`src/rtl/ps2_host_tx.sv`:
```
// PS/2 host-to-device transmitter: inhibit, start bit, 8 data bits, odd parity, stop, ack.
// Define PS2_TX_TIMEOUT_EN to add a per-transfer watchdog of TIMEOUT_CYCLES clocks.
module ps2_host_tx #(
    parameter int unsigned INHIBIT_CYCLES = 10000,
    parameter int unsigned TIMEOUT_CYCLES = 2000000
) (
    input  logic       clk,
    input  logic       rst,
    input  logic       PS2Clk,
    input  logic       PS2Data,
    output logic       ps2ClkLow,
    output logic       ps2DataLow,
    input  logic [7:0] txData,
    input  logic       txStart,
    output logic       busy,
    output logic       done,
    output logic       txErr
);

    localparam int unsigned MAXC =
        (INHIBIT_CYCLES > TIMEOUT_CYCLES) ? INHIBIT_CYCLES : TIMEOUT_CYCLES;
    localparam int CW = $clog2(MAXC + 1);
    localparam logic [CW-1:0] INH_LAST = CW'(INHIBIT_CYCLES - 1);
    localparam logic [CW-1:0] INH_DATA = CW'(INHIBIT_CYCLES - 2);

    typedef enum logic [2:0] {
        S_IDLE,
        S_INHIBIT,
        S_START,
        S_BITS,
        S_ACK,
        S_FINISH
    } state_t;

    state_t      r_state;
    logic [1:0]  r_clk_sync;
    logic [1:0]  r_dat_sync;
    logic        r_clk_prev;
    logic [9:0]  r_shift;
    logic [3:0]  r_idx;
    logic [CW-1:0] r_cnt;
    logic        r_ack;
    logic        w_fall;
`ifdef PS2_TX_TIMEOUT_EN
    localparam logic [CW-1:0] WD_LAST = CW'(TIMEOUT_CYCLES - 1);
    logic [CW-1:0] r_wd;
`endif

    assign w_fall = r_clk_prev & ~r_clk_sync[1];

    always_ff @(posedge clk or negedge rst) begin
        if (!rst) begin
            r_state    <= S_IDLE;
            r_clk_sync <= 2'b11;
            r_dat_sync <= 2'b11;
            r_clk_prev <= 1'b1;
            r_shift    <= '0;
            r_idx      <= '0;
            r_cnt      <= '0;
            r_ack      <= 1'b0;
            ps2ClkLow  <= 1'b0;
            ps2DataLow <= 1'b0;
            busy       <= 1'b0;
            done       <= 1'b0;
            txErr      <= 1'b0;
`ifdef PS2_TX_TIMEOUT_EN
            r_wd       <= '0;
`endif
        end else begin
            r_clk_sync <= {r_clk_sync[0], PS2Clk};
            r_dat_sync <= {r_dat_sync[0], PS2Data};
            r_clk_prev <= r_clk_sync[1];
            done       <= 1'b0;
            txErr      <= 1'b0;
            case (r_state)
                S_IDLE: begin
                    if (txStart) begin
                        // frame image: stop, odd parity, data (LSB sent first)
                        r_shift   <= {1'b1, ~^txData, txData};
                        r_cnt     <= '0;
                        busy      <= 1'b1;
                        ps2ClkLow <= 1'b1;
                        r_state   <= S_INHIBIT;
`ifdef PS2_TX_TIMEOUT_EN
                        r_wd      <= CW'(1);
`endif
                    end
                end
                S_INHIBIT: begin
                    r_cnt <= r_cnt + 1'b1;
                    // start bit overlaps the final inhibit cycle only
                    if (r_cnt == INH_DATA) begin
                        ps2DataLow <= 1'b1;
                    end
                    if (r_cnt == INH_LAST) begin
                        ps2ClkLow <= 1'b0;
                        r_state   <= S_START;
                    end
                end
                S_START: begin
                    if (w_fall) begin
                        ps2DataLow <= ~r_shift[0];
                        r_idx      <= 4'd1;
                        r_state    <= S_BITS;
                    end
                end
                S_BITS: begin
                    if (w_fall) begin
                        ps2DataLow <= ~r_shift[r_idx];
                        if (r_idx == 4'd9) begin
                            r_state <= S_ACK;
                        end else begin
                            r_idx <= r_idx + 4'd1;
                        end
                    end
                end
                S_ACK: begin
                    if (w_fall) begin
                        r_ack   <= ~r_dat_sync[1];
                        r_state <= S_FINISH;
                    end
                end
                S_FINISH: begin
                    done    <= r_ack;
                    txErr   <= ~r_ack;
                    busy    <= 1'b0;
                    r_state <= S_IDLE;
                end
                default: r_state <= S_IDLE;
            endcase
`ifdef PS2_TX_TIMEOUT_EN
            if (r_state != S_IDLE && r_state != S_FINISH) begin
                if (r_wd == WD_LAST) begin
                    ps2ClkLow  <= 1'b0;
                    ps2DataLow <= 1'b0;
                    busy       <= 1'b0;
                    txErr      <= 1'b1;
                    r_state    <= S_IDLE;
                end else begin
                    r_wd <= r_wd + 1'b1;
                end
            end
`endif
        end
    end

endmodule

```
`config.mk`:
```
export PLATFORM = sky130hd
export DESIGN_NAME = ps2_host_tx
export DESIGN_NICKNAME = d
export VERILOG_FILES = /design/src/rtl/ps2_host_tx.sv
export SDC_FILE = /design/constraint.sdc
export NUM_CORES = 1
export LEC_CHECK = 0
export CAP_MARGIN = 15
export CELL_PAD_IN_SITES_DETAIL_PLACEMENT = 1
export CELL_PAD_IN_SITES_GLOBAL_PLACEMENT = 1
export CORE_MARGIN = 3
export CORE_UTILIZATION = 46
export DETAILED_ROUTE_END_ITERATION = 8
export GPL_TIMING_DRIVEN = 0
export PLACE_DENSITY = 0.88
export SYNTH_ARGS = -nofsm -noshare
export SYNTH_HDL_FRONTEND = slang
export SYNTH_SLANG_ARGS = --single-unit
```
`constraint.sdc`:
```
create_clock -name clk -period 2.3 [get_ports clk]
set_input_delay 0.23 -clock clk [delete_from_list [all_inputs] [get_ports clk]]
set_output_delay 0.23 -clock clk [all_outputs]
set_load 0.05 [all_outputs]
```
[Word-level counts from Yosys, hierarchy flattened]
Cells that the tools add are included.
Word-level totals
  bits in registers: 49
  output and inout port bits: 5
  input bits: 13
  word-level logic and storage cells: 77
Cells by class
  equality and inequality tests: 16
  reductions and logical operators: 14
  muxes and demuxes: 25
  magnitude comparators: 1
  add/subtract/negate cells: 2
  bitwise gates (word level): 6
Operator list (number)
  21-bit by 14-bit == test with 1-bit output, second input constant: 2
  21-bit one-hot mux with 2 select lines: 1
  21-bit by 1-bit adder with 21-bit output, second input constant: 1
  21-bit 2-to-1 mux: 1
  3-bit 2-to-1 mux: 6
  2-bit != test, second input constant: 8
  3-bit one-hot mux with 5 select lines: 1
  4-bit 2-to-1 mux: 3
  1-bit 2-to-1 mux: 8
  4-bit one-hot mux with 2 select lines: 1
  2-bit AND reduction: 4
  4-bit AND reduction: 2
  8-bit XNOR reduction: 1
  3-bit by 2-bit == test with 1-bit output, second input constant: 2
  3-bit == test, second input constant: 2
  6-bit AND reduction: 1
  2-bit nonzero test: 3
  4-bit by 5-bit less-than comparator with 1-bit output, second input constant: 1
  1-bit inverter: 5
  4-bit by 1-bit adder with 4-bit output, second input constant: 1
  1-bit binary-select mux with 4-bit select: 1
  4-bit == test, second input constant: 1
  1-bit one-hot mux with 2 select lines: 2
  3-bit by 1-bit == test with 1-bit output, second input constant: 1
  5 further kinds: 5

[Logic depth before layout (Yosys ltp)]
  word-level depth: 5
  gate-level depth with buffers: 7
  depth with buffers taken out: 7

[Worst setup path after synthesis]
Ideal clock, no wire load.
  kind: register to register
  start: register r_cnt[6]
  end: register ps2DataLow
  library setup time: 0.125 ns
  period minus slack after synthesis: 1.837 ns
  path slack: 0.463 ns
  cell stages (with the launch flop): 5
  arrival time: 1.712 ns
  path buffers: 0
  data required time: 2.175 ns
  cells stage by stage: dfrtp_1 > or4_1 > or3_1 > o21ai_1 > mux2_2
On the way
  word-level cells in the longest chain between the ends: 3
Ends and longest elaborated chain
  start, declared: line 41  | logic [CW-1:0] r_cnt;
  start signal, assigned: line 90  | r_cnt <= r_cnt + 1'b1;
  21-bit by 14-bit == test with 1-bit output: line 92  | if (r_cnt == INH_DATA) begin
  2-bit != test (no source line)
  4-bit AND reduction (no source line)
  end signal, assigned: line 102  | ps2DataLow <= ~r_shift[0];
  end signal, assigned: line 109  | ps2DataLow <= ~r_shift[r_idx];
  end, declared: line 12  | output logic ps2DataLow,
No other way between the ends.
A chain may end at the register's enable or synchronous reset.

[Worst setup path in the final report]
  start: register r_state[0]
  end: register r_shift[4]
On the way
  word-level cells in the longest chain between the ends: 2
Ends and longest elaborated chain
  start, declared: line 35  | state_t r_state;
  start signal, assigned: line 53  | r_state <= S_IDLE;
  start signal, assigned: line 83  | r_state <= S_INHIBIT;
  start signal, assigned: line 97  | r_state <= S_START;
  3-bit logical NOT: line 75  | case (r_state)
  2-bit AND reduction (no source line)
  end signal, assigned: line 79  | r_shift <= {1'b1, ~^txData, txData};
  end, declared: line 39  | logic [9:0] r_shift;
No other way between the ends.

==> flow_metrics.env <==
export IMPL_syn_avg_cell_area_um2=10.6
export IMPL_tightest_slew_ps=657
export IMPL_synth_area_um2=2430
export IMPL_max_freq_ghz=0.476
export IMPL_fin_worst_skew_ps=11.3
export IMPL_fin_area_um2=2820
export IMPL_final_cells=324
export IMPL_vdd_drop_max_mv=0.310
export IMPL_r2r_start="r_state[0]$_DFFE_PN0P_"
export IMPL_async_flop_share_pct=100
export IMPL_crit_family="buffers and inverters"
export IMPL_wl_per_cell_um=17.7
export IMPL_drt_pass1_iter_count=4
export IMPL_period_needed_ps=2100
export IMPL_fin_util_pct=57.5
export IMPL_num_vias=1904
export IMPL_cp_slowest_cell="dfrtp_1"
export IMPL_viasPerCell=5.88
export IMPL_startpoint="r_state[0]$_DFFE_PN0P_"
export IMPL_worstHoldStart="PS2Clk"
export IMPL_hpwl_um=4130
export IMPL_ys_types=45
export IMPL_end_kind="register"
export IMPL_port_buffers=17
export IMPL_numCtsBuffers=5
export IMPL_cp_start_kind="register"
export IMPL_crit_fanout=10
export IMPL_hp_class="in -> reg"
export IMPL_ys_warn_count=0
export IMPL_final_setup_tns_ps=0
export IMPL_postRouteAntennaNets=0
export IMPL_period_share_pct=91.3
export IMPL_pin_count=18
export IMPL_routabilityCongestion=0.852
export IMPL_clock_sinks=49
export IMPL_grt_max_degree=27
export IMPL_area_growth_pct=16.3
export IMPL_status="complete, no violations"
export IMPL_crit_buf_inv=2
export IMPL_drt_initial_drc_count=142
export IMPL_cts_max_level=2
export IMPL_ys_top_cells_by_count="44 x dfrtp_1, 28 x nand2_1, 19 x o21ai_0"
export IMPL_cap_violations=0
export IMPL_max_slew_margin_pct=55.8
export IMPL_clk_pin_slew_ps=90
export IMPL_worstRegToRegCells=4
export IMPL_holdPathStages=1
export IMPL_fin_nets=273
export IMPL_placed_area_um2=2700
export IMPL_antenna_cells=0
export IMPL_drive_gt1_share_pct=13.2
export IMPL_fill_cells=547
export IMPL_power_leakage_nw=1.22
export IMPL_yosys_area_top_type_share_pct=45.4
export IMPL_root_buffer="clkbuf_8"
export IMPL_max_stage_delay_ps=500
export IMPL_crit_chain="clkinv_1 -> nand3_1 -> clkbuf_2 -> mux2_2"
export IMPL_required_ps=2500
export IMPL_cts_tree="done"
export IMPL_dp_cells=315
export IMPL_grt_pass1_wl_um=9850
export IMPL_multi_input_area_um2=1150
export IMPL_synth_nets=247
export IMPL_wl_um=5720
export IMPL_antenna_found_initial=0
export IMPL_core_area_um2=4910
export IMPL_setup_violations=0
export IMPL_cp_data_arrival_time_ps=2300
export IMPL_grt_pass1_vias=2034
export IMPL_die_area_um2=6180
export IMPL_hold_viol_final=0
export IMPL_powerDensity_nw_per_um2=561
export IMPL_synth_cells=230
export IMPL_clk_insertion_delay_late_ps=310
export IMPL_yosysTopAreaCell="dfrtp_1"
export IMPL_synthFlopType="dfrtp_1"
export IMPL_cp_depth=4
export IMPL_synth_most_common_cell="dfrtp_1"
export IMPL_crit_type="reg -> reg"
export IMPL_final_max_slew_viol_count=0
export IMPL_initial_utilization_pct=49.4
export IMPL_drc=0
export IMPL_grt_usage_pct=20.4
export IMPL_grt_ovfl_total=0
export IMPL_seq_area_um2=1230
export IMPL_num_rows=25
export IMPL_synth_area_leaders="dfrtp_1 45%, mux2i_1 6.2%, dfstp_2 5.4%"
export IMPL_die_h_um=78.6
export IMPL_clk_path_buf_depth=2
export IMPL_synth_edff_count=0
export IMPL_rsz0062_at_grt="no"
export IMPL_ys_seq_area_share_pct=50.8
export IMPL_yosys_register_bits=49
export IMPL_postCtsSetupRepairBufs=0
export IMPL_die_w_um=78.6
-- per-stage QoR --
step	power, mW	setup slack (ps)	hold WS, ps
after floorplan	0.909	463	-65.6
after global placement	0.952	-441	346
final	1.58	199	316
after detailed placement	0.958	98.2	255
after global routing	1.64	73.4	313
after CTS	1.60	67.1	312
-- layer usage --
metal	vias up	track usage [%]	part of all wire (%)
li1	895	-	-
met1	970	27.0	46
met2	29	33.3	49
met3	10	2.98	3.0
met4	0	8.92	1.9
met5	-	0	0
-- worst paths after layout --
path	to	slack, ps
setup / recovery	r_shift[4]$_DFFE_PN0P_	200
hold / removal	r_clk_sync[0]$_DFF_PN1_	320
setup reg to reg	r_shift[4]$_DFFE_PN0P_	200
hold reg to reg	r_clk_sync[1]$_DFF_PN1_	360
max in group asynchronous	r_cnt[17]$_DFFE_PN0P_	1310
min in group asynchronous	done$_DFF_PN0_	430
-- worst register-to-register path, delay by kind of cell, from the launching register on --
kind	cells	cell delay [ps]
buf+inv	2	670
flops	1	500
mux	1	370
simple gates	1	450
-- state kept, by name, summed over array words and instances (netlist names), 2 cells and up --
signal and cells:
r_dat_sync 2, r_clk_sync 2, r_idx 4, r_state 3, r_cnt 21, r_shift 10
-- kinds of logic after synthesis --
group,after synthesis,synth area share (%)
compound gates,45,11.6
xor+xnor,7,2.53
fa+ha+maj,4,2.06
buf+inv,12,2.01
flops,49,50.8
mux,25,11.3
simple gates,88,19.7
-- area by class of cell --
| type | count | area share, % |
|---|---|---|
| Sequential cell | 49 | 43.6 |
| Multi-Input combinational cell | 169 | 40.6 |
| Timing Repair Buffer | 19 | 6.91 |
| Clock buffer | 7 | 3.06 |
| Tap cell | 67 | 2.97 |
| Buffer | 9 | 1.37 |
| Clock inverter | 1 | 1.06 |
| Inverter | 3 | 0.399 |
-- layout by cell type, fill, tap and decap left out, drive strengths merged, types with 7 or more instances in the layout --
cell / n
o21ai: 20
nand3: 19
nor2: 7
clkbuf: 13
mux2: 9
dfrtp: 44
clkdlybuf4s50: 16
nand2: 28
o31ai: 7
mux2i: 15
-- power breakdown --
part | total, mW | switching (mW) | leakage (nW) | internal, mW
Combinational | 0.0693 | 0.0336 | 0.511 | 0.0357
Clock | 0.644 | 0.289 | 0.0585 | 0.355
Sequential | 0.871 | 0.00228 | 0.653 | 0.869
-- repair_timing --
item | 4_1_cts | 5_1_grt
endpoints found under the setup margin | 0 | 2
hold endpoints to repair | 18 | 0
gates resized for setup | 0 | 2
hold buffers | 1 | 0
(Power assumes the default switching activity.)
==> edit 1: new RTL, same flow settings <==
Set the parameter `INHIBIT_CYCLES` to 2500 (it was 10000).
--- a/src/rtl/ps2_host_tx.sv
+++ b/src/rtl/ps2_host_tx.sv
@@ -1,7 +1,7 @@
 // PS/2 host-to-device transmitter: inhibit, start bit, 8 data bits, odd parity, stop, ack.
 // Define PS2_TX_TIMEOUT_EN to add a per-transfer watchdog of TIMEOUT_CYCLES clocks.
 module ps2_host_tx #(
-    parameter int unsigned INHIBIT_CYCLES = 10000,
+    parameter int unsigned INHIBIT_CYCLES = 2500,
     parameter int unsigned TIMEOUT_CYCLES = 2000000
 ) (
     input  logic       clk,
Behaviour: same outputs for any inputs over 10 cycles, from zero or initial values and one cycle with rst low; that may be too few to reach the edited logic, so the function may still have changed.
==> edit 1 against the original RTL <==
- die area rose by 1.5%
- synthesized area rose by 1.6%
- cell area rose by 0.58%
- synthesized cell count rose by 2.2%
- sequential cell count did not move
- via count fell by 0.32%
- setup slack got worse by 0.056 ns
- power fell by 5.4%
- wire length fell by 3.4%
- critical path type unchanged
- critical endpoint is now r_cnt[9]
- largest cell class unchanged
==> edit 1: results (changes against the original RTL) <==
Status
The flow ran to the end, and the final reports show no timing, DRC or antenna violations.

Detailed routing
The total wire length is 5530 um (-3.4%). The detailed router's first-iteration violation count is 71 (-50%). The sum of met3 wire segment lengths after detailed routing is 104 um (-38%). The met2 wirelength from detailed routing is 2600 um (-6.4%).

The number of detailed-route iterations in the first pass was 4 (unchanged). The routed metal-1 wire length is 2790 um (+4.8%). The total vias in the final route was 1,898 (-0.32%).

GRT
The met2 track demand over resource in global routing is 30.5% (-2.8 points). The global-route track usage on met1 is 27.0% (about the same). The aggregate global-route resource usage is 18.9% (-1.5 points). The met3 capacity usage during global routing is 3.40% (+0.42 points).

Setup path
The number of cells traversed by the worst register-to-register path was 6 (+2). The critical path arrival is 2.35 ns (+0.05 ns). The start of the worst register-to-register path is r_state[2].

In this run the worst setup path terminates at r_cnt[9].

Cells and area
The multi-input combinational cell count is 168 (-0.59%). The final instance area is 0.00284 sq mm (+0.58%). The count of inverters other than clock inverters in the layout came to 4 (+1). The relative area of clock buffers and inverters in the final design is 3.17% (-0.95 points).

The data-path buffer share of cell area in the final layout is 9.21% (+0.92 points). The share of layout cells above drive strength 1 is 12.2% (-1.0 points). The number of buffers outside the clock class in the layout is 33 (+18%). The number of filler cells placed in the layout was 606 (+11%). The multi-input logic area came to 0.00115 sq mm (+0.66%). The clock buffer count in the final layout was 5 (-2).

Synth
By area the synthesized netlist is led by dfrtp_1 (45%), mux2i_1 (6.1%), dfstp_2 (5.3%), nand2_1 (4.3%), mux2_2 (4.1%). Ranked by instance count, the synthesized netlist is headed by dfrtp_1 (44), nand2_1 (28), o21ai_0 (16). The adder-cell area share of the yosys netlist is 2.03% (-0.033 points).

The multiplexer share of the synthesized area is 11.1% (-0.18 points). The synthesized-area fraction occupied by ao, oa, aoi and oai cells was 10.5% (-1.1 points). The number of distinct library cell variants in the gate-level netlist after synthesis is 47 (+4.4%).

Placement
The setup slack after placement was 0.192 ns (+0.0942 ns). The half-perimeter wire length of the detailed placement result is 3960 um (-4.1%).

Floorplanning
The die outline area is 0.00628 sq mm (+1.5%).

Timing
The post-route minimum period is 2.16 ns (+0.0564 ns). The post-route clock skew is 0.00468 ns (-0.00661 ns). The worst slew slack as a fraction of its limit is 44.3% (-11 points).

Power and ir drop
The maximum VDD drop was 0.000385 V (+24%).
edit 1: changes by cell type after synthesis, sizes merged, moves of 3 or more:
cell,change
and4,+4
buf,+5
nand3,-8
nand4,+4
nor3,-3
o21ai,-4
o31ai,-3
edit 1: worst max-delay path: stages, from the launching register on:
cell     delay, ns
dfrtp_1       0.40
buf_2         0.19
nor3b_1       0.71
and4_1        0.30
buf_4         0.17
nand4_1       0.13
mux2i_1       0.14
edit 1: through the flow:
| stage | TNS (ns) | hold slack (ns) | std cells |
|---|---|---|---|
| after detailed placement | 0 | 0.237 | 323 |
| after CTS | 0 | 0.317 | 332 |
| after global placement | -18.89 | 0.346 | 322 |
| final | 0 | 0.321 | 332 |
| after global routing | 0 | 0.305 | 332 |
| after floorplan | 0 | -0.0656 | 235 |
edit 1: report_power, final:
group / internal [W] / switching [W] / leakage (nW)
Combinational: 0.0000474 / 0.0000389 / 0.601
Sequential: 0.000881 / 0.00000921 / 0.635
Clock: 0.000216 / 0.000306 / 0.0445
==> edit 2: new RTL, same settings <==
Without the edit above. Put one more register stage on the output `done`, cleared by the reset. The value now appears one clock later. The other outputs are not delayed to match.
--- a/src/rtl/ps2_host_tx.sv
+++ b/src/rtl/ps2_host_tx.sv
@@ -32,6 +32,8 @@
         S_FINISH
     } state_t;
 
+    logic done_s0;
+
     state_t      r_state;
     logic [1:0]  r_clk_sync;
     logic [1:0]  r_dat_sync;
@@ -61,7 +63,7 @@
             ps2ClkLow  <= 1'b0;
             ps2DataLow <= 1'b0;
             busy       <= 1'b0;
-            done       <= 1'b0;
+            done_s0    <= 1'b0;
             txErr      <= 1'b0;
 `ifdef PS2_TX_TIMEOUT_EN
             r_wd       <= '0;
@@ -70,7 +72,7 @@
             r_clk_sync <= {r_clk_sync[0], PS2Clk};
             r_dat_sync <= {r_dat_sync[0], PS2Data};
             r_clk_prev <= r_clk_sync[1];
-            done       <= 1'b0;
+            done_s0    <= 1'b0;
             txErr      <= 1'b0;
             case (r_state)
                 S_IDLE: begin
@@ -121,7 +123,7 @@
                     end
                 end
                 S_FINISH: begin
-                    done    <= r_ack;
+                    done_s0 <= r_ack;
                     txErr   <= ~r_ack;
                     busy    <= 1'b0;
                     r_state <= S_IDLE;
@@ -144,5 +146,13 @@
         end
     end
 
+    always_ff @(posedge clk or negedge rst) begin
+        if (!rst) begin
+            done <= '0;
+        end else begin
+            done <= done_s0;
+        end
+    end
+
 endmodule
 
Check against the original RTL: same outputs for any inputs over 10 cycles, from zero or initial values and one cycle with rst low; that may be too few to reach the edited logic, so the function may still have changed.
==> edit 2 against the original RTL <==
- sequential cell count increased by 1
- count of clock-buffer cells in the layout decreased by 2
- global-route usage decreased by 0.79 points
- wire length decreased by 5.2%
- sequential power increased by 2%
- setup slack got worse by 0.0094 ns
- synthesized area decreased by 0.62%
- power decreased by 6.6%
- first-iteration DRC count decreased by 66%
- non-clock buffer count unchanged
- cell area decreased by 1.2%
- critical endpoint is now r_cnt[18]
==> edit 2: results (changes against the original RTL) <==
Placement
The setup slack after placement is -0.116 ns (-0.214 ns). The routability-driven placement congestion ratio came to 0.787 (-7.6%). The post-detailed-placement cell area is 0.00268 sq mm (-0.56%). The half-perimeter wire length of the detailed placement result was 3950 um (-4.3%). The number of cells in the design after placement is 316 (+0.32%).

Setup path
For flop-to-flop paths, the worst setup slack is 0.19 ns. STA puts the critical path data arrival time at 2.31 ns. The standard cell with the maximum stage delay on the critical path is or4_4. The number of cells traversed by the worst register-to-register path is 7 (+3). The maximum cell stage delay along the critical path is 0.54 ns (+0.04 ns). Tracing the worst setup path back leads to its startpoint at r_state[2]. The end of the worst register-to-register path is r_cnt[18].

GRT
The pin count of the biggest net entering global routing came to 29 (+7.4%). The met2 track demand over resource in global routing is 34.6% (+1.3 points). The number of global-route vias before repair is 2,015 (-0.93%). The global-route wire length before repair was 9490 um (-3.6%). The met3 capacity usage during global routing is 3.10% (+0.11 points). The aggregate global-route resource usage is 19.6% (-0.79 points). The global-route track usage on met1 is 24.5% (-2.5 points).

Power and ir drop
The maximum VDD drop came to 0.000371 V (+20%). The leakage power is 1.24 nW (+1.1%).

Cells and area
In the final layout, the registers with the most flip-flops are r_cnt x21, r_shift x10, r_idx x4. The post-route non-filler standard cell count is 325 (+0.31%). The multi-input logic area is 0.00110 sq mm (-4.4%). The number of filler cells placed in the layout was 548 (+0.18%).

Detailed routing
The routed metal-1 wire length is 2470 um (-7.1%). The number of vias per cell is 5.80 (-1.3%). The detailed router's first-iteration violation count was 48 (-66%).

The wire length per cell after detailed routing is 16.7 um (-5.5%). The met2 wirelength from detailed routing is 2720 um (-2.1%). The sum of met3 wire segment lengths after detailed routing came to 156 um (-7.7%).

Synth
The post-synthesis share of cell area spent on xor and xnor gates is 2.54% (+0.016 points). The synthesized-area fraction occupied by ao, oa, aoi and oai cells is 13.2% (+1.6 points). The number of nets in the synthesized netlist is 248 (+0.40%).

The adder-cell area share of the yosys netlist is 2.07% (+0.013 points). The multiplexer share of the synthesized area came to 8.45% (-2.8 points). The commonest cells after synthesis are dfrtp_1 (45), nand2_1 (29), o21ai_0 (24).

The sequential fraction of the synthesis area is 52.1% (+1.4 points). In the post-synthesis netlist, the biggest area contributors are dfrtp_1 (47%), dfstp_2 (5.4%), o21ai_0 (5.0%), nand2_1 (4.5%), mux2_2 (4.2%).

Clock network
The number of gates given a new drive strength after cts is 1 (+1).

Timing
The post-route clock skew was 0.00786 ns (-0.00343 ns). The worst hold slack after final layout is 0.310 ns (-0.00573 ns).

Status
The flow ran to the end, and the final reports show no timing, DRC or antenna violations.

Min path
The end point of the worst hold path is r_dat_sync[0].
[edit 2: changes by cell type after synthesis, sizes merged, moves of 3 or more]
cell	change
nand3	-9
nand4	+6
nor2	+4
o21ai	+4
mux2i	-7
nor3	-3
[edit 2: power groups by stage]
| stage | registers, W | clock network (W) | logic [W] |
|---|---|---|---|
| 2_1_floorplan | 0.000905 | 0 | 0.0000221 |
| 3_3_place_gp | 0.000905 | 0 | 0.0000652 |
| 3_5_place_dp | 0.000905 | 0 | 0.0000707 |
| 4_1_cts | 0.000888 | 0.000536 | 0.0000718 |
| 5_1_grt | 0.000889 | 0.000568 | 0.0000781 |
| 6_report | 0.000888 | 0.000522 | 0.0000702 |
[edit 2: layout make-up]
| cell class | count | area share [%] |
|---|---|---|
| sequential | 50 | 45.0 |
| timing repair buffer | 20 | 7.26 |
| multi-input combinational | 168 | 39.3 |
| clock inverter | 3 | 0.762 |
| buffer | 8 | 1.66 |
| clock buffer | 5 | 2.47 |
| tap | 67 | 3.00 |
| inverter | 4 | 0.538 |
